<file path="src/rtl/lcd_sw_pkg.sv">
// Shared definitions for the front-panel LCD/switch link: FSM encoding,
// default transfer length and chip-select selector values.
package lcd_sw_pkg;

    typedef enum logic [2:0] {
        ST_IDLE  = 3'd0,
        ST_SETUP = 3'd1,
        ST_SHIFT = 3'd2,
        ST_HOLD  = 3'd3,
        ST_DONE  = 3'd4
    } state_t;

    localparam int   LCD_SW_DATA_W = 24;

    localparam logic CS_SEL_LCD = 1'b0;
    localparam logic CS_SEL_SW  = 1'b1;

endpackage

</file>
<file path="src/rtl/lcd_sw_spi_master.sv">
// SPI mode-3 master for the LCD/switch link: MSB-first word out on MOSI,
// word in from MISO, one active-low chip select per downstream device.
module lcd_sw_spi_master
    import lcd_sw_pkg::*;
#(
    parameter int DATA_W   = LCD_SW_DATA_W,
    parameter int CLK_DIV  = 50,
    parameter int CS_SETUP = 10,
    parameter int CS_HOLD  = 10
) (
    input  logic              i_clk,
    input  logic              i_rst,
    input  logic              i_spi_start,
    input  logic [DATA_W-1:0] i_mosi_data,
    input  logic              i_cs_sel,
    output logic [DATA_W-1:0] o_miso_data,
    output logic              o_busy,
    output logic              o_done,
    output logic              o_sclk,
    output logic              o_mosi,
    input  logic              i_miso,
    output logic              o_lcd_cs_n,
    output logic              o_sw_cs_n
);

    localparam int BIT_W  = $clog2(DATA_W) + 1;
    localparam int HALF_W = $clog2(CLK_DIV) + 1;
    localparam int CS_MAX = (CS_SETUP > CS_HOLD) ? CS_SETUP : CS_HOLD;
    localparam int CS_W   = $clog2(CS_MAX) + 1;

    localparam logic [BIT_W-1:0]  BIT_LAST   = BIT_W'(DATA_W - 1);
    localparam logic [HALF_W-1:0] HALF_LAST  = HALF_W'(CLK_DIV - 1);
    localparam logic [CS_W-1:0]   SETUP_LAST = CS_W'(CS_SETUP - 1);
    localparam logic [CS_W-1:0]   HOLD_LAST  = CS_W'(CS_HOLD - 1);

    state_t              r_state;
    logic [DATA_W-1:0]   r_tx;
    logic [DATA_W-1:0]   r_rx;
    logic [BIT_W-1:0]    r_bit;
    logic [HALF_W-1:0]   r_half;
    logic [CS_W-1:0]     r_cs_cnt;

    always_ff @(posedge i_clk or negedge i_rst) begin
        if (!i_rst) begin
            r_state     <= ST_IDLE;
            r_tx        <= '0;
            r_rx        <= '0;
            r_bit       <= '0;
            r_half      <= '0;
            r_cs_cnt    <= '0;
            o_miso_data <= '0;
            o_busy      <= 1'b0;
            o_done      <= 1'b0;
            o_sclk      <= 1'b1;
            o_mosi      <= 1'b0;
            o_lcd_cs_n  <= 1'b1;
            o_sw_cs_n   <= 1'b1;
        end else begin
            o_done <= 1'b0;
            case (r_state)
                ST_IDLE: begin
                    if (i_spi_start) begin
                        // r_tx keeps only the bits still to be sent, MSB-aligned
                        r_state    <= ST_SETUP;
                        r_tx       <= {i_mosi_data[DATA_W-2:0], 1'b0};
                        r_rx       <= '0;
                        r_cs_cnt   <= '0;
                        o_mosi     <= i_mosi_data[DATA_W-1];
                        o_busy     <= 1'b1;
                        o_lcd_cs_n <= (i_cs_sel != CS_SEL_LCD);
                        o_sw_cs_n  <= (i_cs_sel != CS_SEL_SW);
                    end
                end
                ST_SETUP: begin
                    if (r_cs_cnt == SETUP_LAST) begin
                        r_state <= ST_SHIFT;
                        o_sclk  <= 1'b0;
                        r_half  <= '0;
                        r_bit   <= '0;
                    end else begin
                        r_cs_cnt <= r_cs_cnt + 1'b1;
                    end
                end
                ST_SHIFT: begin
                    if (r_half != HALF_LAST) begin
                        r_half <= r_half + 1'b1;
                    end else begin
                        r_half <= '0;
                        if (!o_sclk) begin
                            o_sclk <= 1'b1;
                            r_rx   <= {r_rx[DATA_W-2:0], i_miso};
                        end else if (r_bit == BIT_LAST) begin
                            r_state  <= ST_HOLD;
                            r_cs_cnt <= '0;
                        end else begin
                            o_sclk <= 1'b0;
                            o_mosi <= r_tx[DATA_W-1];
                            r_tx   <= {r_tx[DATA_W-2:0], 1'b0};
                            r_bit  <= r_bit + 1'b1;
                        end
                    end
                end
                ST_HOLD: begin
                    if (r_cs_cnt == HOLD_LAST) begin
                        r_state     <= ST_DONE;
                        o_lcd_cs_n  <= 1'b1;
                        o_sw_cs_n   <= 1'b1;
                        o_done      <= 1'b1;
                        o_miso_data <= r_rx;
                        o_mosi      <= 1'b0;
                    end else begin
                        r_cs_cnt <= r_cs_cnt + 1'b1;
                    end
                end
                ST_DONE: begin
                    r_state <= ST_IDLE;
                    o_busy  <= 1'b0;
                end
                default: begin
                    r_state <= ST_IDLE;
                end
            endcase
        end
    end

endmodule
</file>
<file path="config.mk">
export PLATFORM = sky130hd
export DESIGN_NAME = lcd_sw_spi_master
export DESIGN_NICKNAME = d
export VERILOG_FILES = /design/src/rtl/lcd_sw_pkg.sv /design/src/rtl/lcd_sw_spi_master.sv
export SDC_FILE = /design/constraint.sdc
export NUM_CORES = 1
export LEC_CHECK = 0
export ABC_AREA = 1
export ABC_CLOCK_PERIOD_IN_PS = 2270
export BUFFER_PORTS_ARGS = -buffer_cell sky130_fd_sc_hd__buf_2
export CORE_UTILIZATION = 58
export DETAILED_ROUTE_END_ITERATION = 12
export GPL_TIMING_DRIVEN = 0
export PLACE_DENSITY = 0.9
export REMOVE_ABC_BUFFERS = 1
export SYNTH_ARGS = -nofsm -noshare
export SYNTH_HDL_FRONTEND = slang
export SYNTH_SLANG_ARGS = --single-unit
</file>
<file path="constraint.sdc">
create_clock -name i_clk -period 2.27 [get_ports i_clk]
set_clock_uncertainty 0.1 [all_clocks]
set_input_delay 0.681 -clock i_clk [delete_from_list [all_inputs] [get_ports i_clk]]
set_output_delay 0.681 -clock i_clk [all_outputs]
set_load 0.02 [all_outputs]
</file>
# --- After elaboration in Yosys (flattened, before gate mapping) ---
# Cells that the tools add are included.
totals:
  regBits: 99
  latchBits: 0
  mem_bits_rw: 0
  rom_bits: 0
  inputBits: 29
  output_inout_bits: 30
  elab_cells: 101
  n_memories: 0
op_classes:
  addsub: 3
  multipliers: 0
  div: 0
  magnitude_cmp: 0
  n_eq_ne: 16
  shifts: 0
  n_mux: 49
  n_bitwise: 1
  reduce_logical: 19
ops:
  columns: ["cell", "count"]
  rows:
  - ["$mux 24", 7]
  - ["$pmux 24 s2", 2]
  - ["$mux 5", 5]
  - ["$mux 6", 4]
  - ["$mux 3", 6]
  - ["$ne 2x2->1 const B", 9]
  - ["$reduce_and 6->1", 3]
  - ["$pmux 5 s3", 1]
  - ["$mux 1", 14]
  - ["$mux 7", 2]
  - ["$pmux 7 s2", 1]
  - ["$pmux 3 s4", 1]
  - ["$pmux 6 s2", 1]
  - ["$reduce_and 5->1", 2]
  - ["$pmux 1 s2", 4]
  - ["$reduce_bool 2->1", 4]
  - ["$add 7x1->7 const B", 1]
  - ["$ne 7x6->1 const B", 1]
  - ["$add 6x1->6 const B", 1]
  - ["$eq 3x2->1 const B", 2]
  - ["$eq 6x5->1 const B", 1]
  - ["$reduce_and 2->1", 3]
  - ["$reduce_and 3->1", 2]
  - ["$reduce_bool 3->1", 2]
  - ["other kinds (9)", 9]

# --- Depth between registers and ports, before layout ---
# Gate-level depths: netlist of the first run.
depth:
  word_depth: 5
  depth_mapped: 12
  mapped_depth_nobuf: 11

# --- Least setup slack after synthesis of the first run ---
# No wires, ideal clock.
synth_path:
  kind: "input-to-reg"
  from: "in i_spi_start"
  to: "reg r_rx[0]"
  setup_ps: 117
  arrival_time_ps: 1409
  required_time_ps: 2053
  setup_slack_ps: 644
  cell_stages: 6
  n_path_buf: 1
  path_cell_list: "nand3b_2 -> nand2_1 -> nor2_8 -> buf_4 -> nand3_1 -> nand2_1"
synth_between:
  elab_chain_len: 2
synth_lines:
  columns: ["item", "line", "text"]
  rows:
  - ["from (decl)", "lcd_sw_spi_master.sv:13", "input logic i_spi_start,"]
  - ["$ne 2x2->1 (no source line)", null, null]
  - ["$reduce_and 4->1 (no source line)", null, null]
  - ["to (signal assigned)", "lcd_sw_spi_master.sv:91", "r_rx <= {r_rx[DATA_W-2:0], i_miso};"]
  - ["to (decl)", "lcd_sw_spi_master.sv:38", "logic [DATA_W-1:0] r_rx;"]
# Every way passes these cells.
# A chain may end at the register's enable or synchronous reset.

# --- Worst setup path after layout of the first run ---
layout_path:
  from: "reg r_state[2]"
  to: "reg r_tx[1]"
layout_between:
  elab_chain_len: 3
  elab_cells_between_ends: 9
  cone_classes: "eq/ne: 5; mux: 1; reduce/logical: 3"
layout_lines:
  columns: ["item", "line", "text"]
  rows:
  - ["from (decl)", "lcd_sw_spi_master.sv:36", "state_t r_state;"]
  - ["from (signal assigned)", "lcd_sw_spi_master.sv:45", "r_state <= ST_IDLE;"]
  - ["from (signal assigned)", "lcd_sw_spi_master.sv:64", "r_state <= ST_SETUP;"]
  - ["from (signal assigned)", "lcd_sw_spi_master.sv:76", "r_state <= ST_SHIFT;"]
  - ["$eq 3x2->1 or $logic_not 3->1 (tied branches)", "lcd_sw_spi_master.sv:60", "case (r_state)"]
  - ["$ne 2x2->1 (no source line) or $reduce_bool 2->1 (tied branches)", null, null]
  - ["$reduce_and 5->1 (no source line)", null, null]
  - ["to (signal assigned)", "lcd_sw_spi_master.sv:65", "r_tx <= {i_mosi_data[DATA_W-2:0], 1'b0};"]
  - ["to (signal assigned)", "lcd_sw_spi_master.sv:98", "r_tx <= {r_tx[DATA_W-2:0], 1'b0};"]
  - ["to (decl)", "lcd_sw_spi_master.sv:37", "logic [DATA_W-1:0] r_tx;"]
# Several ways; a longest one is shown, not always the timed one.

==> metrics, run 1 <==
layout cells sized above 1 0.169; Power Dens Cells 835 mW/mm2; Worst Hold Class in2async; CTS Hold Bufs 0; n_diodes 0; placed instance area 0.00495 mm2; FF-to-FF End r_tx[1]; Worst path depth 6; final non-filler cell area 0.00521 mm2; FP Rows 32; top cell type's share of synthesized area 0.513; Synth top cells by count nand2_1 (297), dfrtp_1 (95), nand3_1 (61); Cell variety after synth 35; drt wl/cell about 14 um; io pins 59; Post-synth EDFFs 0; worst reg-to-reg path cell count 6; Simple-Gate Fraction of Synth Area 0.362; Worst R2R Start r_state[2]; vias in the first global route between 3000 and 4000; Core Footprint approximately 0.0077 mm2; Critical-path top delay cell dfrtp_1; detailed placement HPWL roughly 6400 um; clock sink total around 100; yosys warns 0; most used cell, CP nor2_4; multiplexer share of the synthesized area 0; CTS Buffer Depth 2; clk slew on worst S/H paths approximately 0.10 ns; total wire length 10200 um; Compound-Gate Fraction of Synth Area 0.0310; final setup fails 0; leakage power 0.00297 uW; GRT Total Usage 0.253; critical path cell sequence nor2_4 > nand2_8 > nor2_1 > nor2_4 > nand2_4 > o21ai_0; first-pass GRT wire length 16700 um; family with the most delay on the worst path simple AND/OR/NAND/NOR gates; Rel. slew slack 0.644; Clock Tree Root clkbuf_8; TritonCTS clock tree yes; share of synthesized cell area in full adder, half adder and majority cells 0.0135; Via density 5.40; CP Data Required Time 2.41 ns; Die Wd 91.4 um; antenna violations before repair 0; nets 669; VDD IR max 0.000489 V; CP Class reg2reg; flops & latches, synth 98; FFs w/ async S/R, synth 1.00; die footprint about 0.0084 mm2; area growth from synthesis to final layout 12.4%; Num CTS Buffers 9; synthesized instance count a little under 600; most numerous cell in the Yosys netlist nand2_1; largest family of logic cells by synthesized area simple AND/OR/NAND/NOR gates; Initial DRC Count 269; Critical Path AT 2.29 ns; Worst Setup SP r_state[2]; top_reg_cell synth dfrtp_1; Skew-Pair Late Insertion Delay around 0.37 ns; IO Port Bufs 58; Area contributors post-synth dfrtp_1 (51%), nand2_1 (24%), nand3_1 (6.6%); Mapped Area 0.00464 mm2; Slew @ Worst Pin 0.533 ns; CTS H-tree depth 3; status finished, final reports clean; GP Congestion 0.883; ANT nets after route 0; Final Hold Vio Count 0; Synth Area per Inst 7.98 um2; register-to-register setup slack about 0.12 ns; crit path launch type flip-flop; Max Fclk 0.464 GHz; starting density of the core 0.600; cell accounting for the most synthesized area dfrtp_1; die height 91.4 um; register area share after synthesis 0.530; Final Cycle Share 0.949; total grt overflow 0; MaxCap Viol Count 0; Synth Area in XOR/XNOR 0.0113; largest net degree at the start of global routing between 70 and 80; RSZ-0062 raised after global routing false; DRT Pass-1 Iters 5; Slew Limit Fails 0; via count about 4000; final core occ 0.674; Crit path largest cell delay 0.46 ns; Setup crit end kind flip-flop; Hold WS 0.0979 ns; WP buf/inv 0; fin crit period 2.15 ns; DRC viols 0; crit path max fanout 32
## sequential cells by signal (all words and copies together), names as in the netlist
name         count
o_busy           1
r_rx            24
o_sw_cs_n        1
o_lcd_cs_n       1
o_miso_data     24
o_mosi           1
o_done           1
r_tx            23
r_cs_cnt         5
o_sclk           1
r_half           7
r_state          3
r_bit            6
## power by group
part / internal [uW] / switching, uW
logic: 348 / 568
registers: 2090 / 268
clock network: 417 / 656
## how the worst max path moves through the flow
stage	slack [ns]	endpoint
6_report	0.12	r_tx[1]
5_1_grt	0.01	r_tx[1]
4_1_cts	0.09	o_miso_data[11]
3_5_place_dp	-0.44	r_tx[1]
3_3_place_gp	-0.50	r_tx[11]
2_1_floorplan	0.15	r_tx[1]
## cell usage in the layout (no fill, tap or decap), types with 2 or more instances in the layout
| cell type | instances |
|---|---|
| clkbuf_8 | 9 |
| dfrtp_1 | 95 |
| clkinvlp_4 | 2 |
| o21ai_1 | 2 |
| inv_2 | 4 |
| nor3b_1 | 2 |
| a31oi_1 | 2 |
| nand2_4 | 2 |
| nor2_1 | 19 |
| nand4_1 | 2 |
| nor2_4 | 4 |
| o22ai_1 | 2 |
| o21ai_0 | 13 |
| nor2_2 | 6 |
| buf_4 | 3 |
| inv_4 | 2 |
| inv_8 | 2 |
| xnor2_1 | 2 |
| a21oi_1 | 4 |
| nand3_1 | 61 |
| buf_2 | 57 |
| xor2_1 | 4 |
| ha_1 | 5 |
| nand3_2 | 2 |
| inv_1 | 18 |
| dfstp_2 | 3 |
| nand2_1 | 297 |
## worst register-to-register path, stage by stage, from the launching register on
cell	delay [ns]
dfrtp_1	0.46
nor2_4	0.24
nand2_8	0.21
nor2_1	0.43
nor2_4	0.18
nand2_4	0.26
o21ai_0	0.15
## through the flow
stage                     total power, uW  setup slack (ns)  std cells  TNS, ns
final                                4350             0.117        742        0
after floorplan                      2970             0.146        559        0
after detailed placement             3270            -0.441        720    -8.09
after global routing                 4630            0.0107        742        0
after CTS                            4340            0.0908        738        0
after global placement               3170            -0.496        719   -54.13
## layout make-up
cell class,instances,area [um2]
Clock buffer,9,124
Multi-Input combinational cell,439,1990
Tap cell,102,128
Fill cell,602,2520
Timing Repair Buffer,61,335
Sequential cell,98,2460
Inverter,26,115
Clock inverter,7,60.1
## cell families (layout without fill, tap and decap cells)
kind of cell,Yosys count,after routing
adder cells (fa/ha/maj),5,5
AND/OR/NAND/NOR,398,401
buffers and inverters,48,103
AO/OA/AOI/OAI,26,27
flip-flops,98,98
XOR/XNOR,6,6
## layer usage
| layer | vias to the layer above | global-route usage | part of all wire |
|---|---|---|---|
| met1 | 1877 | 0.307 | 0.40 |
| met5 | - | 0 | 0 |
| met4 | 0 | 0.0833 | 0.025 |
| met3 | 28 | 0.0561 | 0.062 |
| met2 | 171 | 0.445 | 0.51 |
| li1 | 1931 | - | - |
## what timing repair did
action                     in CTS  in global routing
setup endpoints to repair      47                 59
resized for setup               4                  2
buffers inserted                0                  2
cloned                          2                  2
pin swaps                       2                  3
(Power assumes the default switching activity.)
==> run 2: changes to the inputs <==
- ABC_AREA: 1 -> not set
- CORE_UTILIZATION: 58 -> 57
- PLACE_DENSITY: 0.9 -> 0.89
==> run 2 against run 1 <==
Net effect: wire length shrank 12%; via count down 22%; hold slack improved by 0.10 ns; non-clock buffer count grew 5; count of clock-buffer cells in the layout is 1 higher; combinational power increased by 53%; power rose by 14%; die area is 4.2% lower; synthesized cell count down 34%; critical endpoint is now r_bit[2].
==> metrics, run 2 <==
status finished, final reports clean; Setup crit end kind flip-flop; leakage power 0.00250 uW (-16%); yosys warns 0 (unchanged); Clock Tree Root clkbuf_8; total wire length 8940 um (-12%); Power Dens Cells 987 mW/mm2 (+18%); Synth top cells by count dfrtp_1 (95), nand2_1 (85), mux2_2 (41); ANT nets after route 0 (unchanged); commonest cells after routing, fill and taps aside dfrtp_1 (94), nand2_1 (85), buf_2 (57); crit path launch type flip-flop; number of fill cells 515 (-14%); VDD IR max 0.000472 V (-3.6%); Core Footprint 0.00733 mm2 (-5.1%); clk slew on worst S/H paths 0.10 ns (about the same); Worst Hold Class in2async; DRC viols 0 (unchanged); Worst R2R Start r_half[1]; Cells after DPL 525 (-27%); layout cells sized above 1 0.324 (+0.155); register area share after synthesis 0.563 (+0.0334); first-pass GRT wire length 14200 um (-15%); Gate power share 0.282 (+0.072); most numerous cell in the Yosys netlist dfrtp_1; fin cells 547 (-26%); Synth Area per Inst 11.4 um2 (+42%); die footprint 0.00801 mm2 (-4.2%); Via density 5.74 (+6.3%); crit path max fanout 6 (-81%); Mapped Area 0.00436 mm2 (-5.9%); fin crit period 2.21 ns (+0.0534 ns); M2 GR Usage 0.400 (-0.0451); CP Class reg2reg; n_diodes 0 (unchanged); Simple-Gate Fraction of Synth Area 0.152 (-0.210); Synth Area in XOR/XNOR 0.00602 (-0.00531); CTS Hold Bufs 0 (unchanged); Final Cycle Share 0.972 (+0.0235); CP Data Required Time 2.41 ns (about the same); synthesized instance count 384 (-34%); vias in the first global route 3018 (-18%); worst reg-to-reg path cell count 8 (+2); largest family of logic cells by synthesized area simple AND/OR/NAND/NOR gates; Max Fclk 0.453 GHz (-2.4%); TritonCTS clock tree yes; Final Hold Vio Count 0 (unchanged); sequential power share 0.484 (-0.059); setup TNS 0 ns (unchanged); via count 3141 (-22%); power share of the clock group 0.233 (-0.014); top cell type's share of synthesized area 0.545 (+0.0324); flops & latches, synth 98 (unchanged); drt wl/cell 16.3 um (+19%); die height 89.5 um (-2.1%); share of synthesized cell area in full adder, half adder and majority cells 0.0143 (+0.000851); final setup fails 0 (unchanged); met3 global-route usage 0.0591 (+0.00298); Num CTS Buffers 9 (unchanged); top_reg_cell synth dfrtp_1; Critical Path AT 2.35 ns (+0.06 ns); detailed placement HPWL 5630 um (-11%); CTS H-tree depth 3 (unchanged); most common cell after layout, fill and taps aside dfrtp_1; Rel. slew slack 0.581 (-0.0634); Sw Ratio 0.327 (-0.0154); multiplexer share of the synthesized area 0.118 (+0.118); Slew @ Worst Pin 0.626 ns (+0.0932 ns); antenna violations before repair 0 (unchanged); largest net degree at the start of global routing 53 (-29%); final core occ 0.684 (+0.0102); Post-synth EDFFs 0 (unchanged); Cell variety after synth 51 (+46%); GP Congestion 0.834 (-5.6%); GR Util met1 0.303 (-0.00435); FP Rows 31 (-3.1%); DRT Pass-1 Iters 5 (unchanged); FFs w/ async S/R, synth 1.00 (unchanged); io pins 59 (unchanged); FF-to-FF End r_bit[2]; GRT busiest layer met2; MaxCap Viol Count 0 (unchanged); cell accounting for the most synthesized area dfrtp_1; top flop regs o_miso_data x24, r_rx x24, r_tx x23; Compound-Gate Fraction of Synth Area 0.110 (+0.0794); Skew-Pair Late Insertion Delay 0.37 ns (about the same); Die Wd 89.5 um (-2.1%); CTS Buffer Depth 2 (unchanged); starting density of the core 0.595 (-0.00508); nets 477 (-29%); total grt overflow 0 (unchanged); clock sink total 98 (unchanged); final worst setup slack 0.0632 ns (-0.0534 ns); Hold WS 0.200 ns (+0.102 ns); Area contributors post-synth dfrtp_1 (55%), mux2_2 (11%), nand2_1 (7.3%); register-to-register setup slack 0.06 ns (-0.05 ns); IO Port Bufs 58 (unchanged); Switching Power 1620 uW (+8.7%); area growth from synthesis to final layout 15.0%; Int Pwr 3330 uW (+16%); Slew Limit Fails 0 (unchanged); Initial DRC Count 244 (-9.3%); GRT Total Usage 0.238 (-0.0150); Post-Place Setup Slack -0.950 ns (-0.509 ns)
==> run 2: how the worst max path moves through the flow <==
| stage | startpoint | end | slack (ns) | cells after the start |
|---|---|---|---|---|
| final | r_half[1] | r_bit[2] | 0.06 | 8 |
| after global routing | r_half[1] | r_bit[5] | -0.07 | 8 |
| after CTS | r_half[1] | r_rx[17] | 0.005 | 6 |
| after detailed placement | r_state[1] | r_rx[6] | -0.95 | 4 |
| after global placement | r_state[1] | r_tx[6] | -1.14 | 3 |
| after floorplan | r_state[1] | r_tx[10] | -0.51 | 3 |
==> run 2: cells by family after synthesis <==
family / count (synthesis)
multiplexers: 46
AO/OA/AOI/OAI: 69
buffers and inverters: 26
flip-flops: 98
XOR/XNOR: 3
AND/OR/NAND/NOR: 137
adder cells (fa/ha/maj): 5
==> run 2: worst max-delay path: stages (launching register included) <==
cell,delay (ns)
dfrtp_1,0.43
inv_1,0.08
ha_1,0.16
or4b_4,0.52
nor3_4,0.19
buf_4,0.16
a31oi_2,0.14
o21ai_0,0.19
o21ai_0,0.12
==> run 2: power groups by stage <==
stage          logic (uW)  registers (uW)  clock network, uW
3_3_place_gp         1180            2410                  0
6_report             1400            2400               1160
5_1_grt              1530            2450               1250
4_1_cts              1360            2390               1170
2_1_floorplan         925            2400                  0
3_5_place_dp         1260            2450                  0
==> run 2: what timing repair did <==
item,CTS,global route
buffers inserted,1,5
resized for setup,8,7
pin swaps,0,3
endpoints found under the hold margin,0,0
endpoints found under the setup margin,95,56
==> run 2: metal layers <==
metal	up-vias	part of all wire
li1	1465	-
met1	1565	0.42
met2	91	0.51
met3	20	0.052
met4	0	0.019
met5	-	0
==> run 2: area by class of cell <==
cell class	instances	area, um2	share of cell area
inverter	8	35.0	0.00698
sequential	98	2460	0.490
tap	99	124	0.0247
multi-input combinational	260	1810	0.361
clock buffer	10	128	0.0254
clock inverter	6	73.8	0.0147
timing repair buffer	66	388	0.0773
==> run 2: metrics by stage <==
stage          power (uW)  area, um2
3_3_place_gp         3590       4650
3_5_place_dp         3710       4700
6_report             4950       5020
5_1_grt              5230       5020
2_1_floorplan        3320       4230
4_1_cts              4920       4940
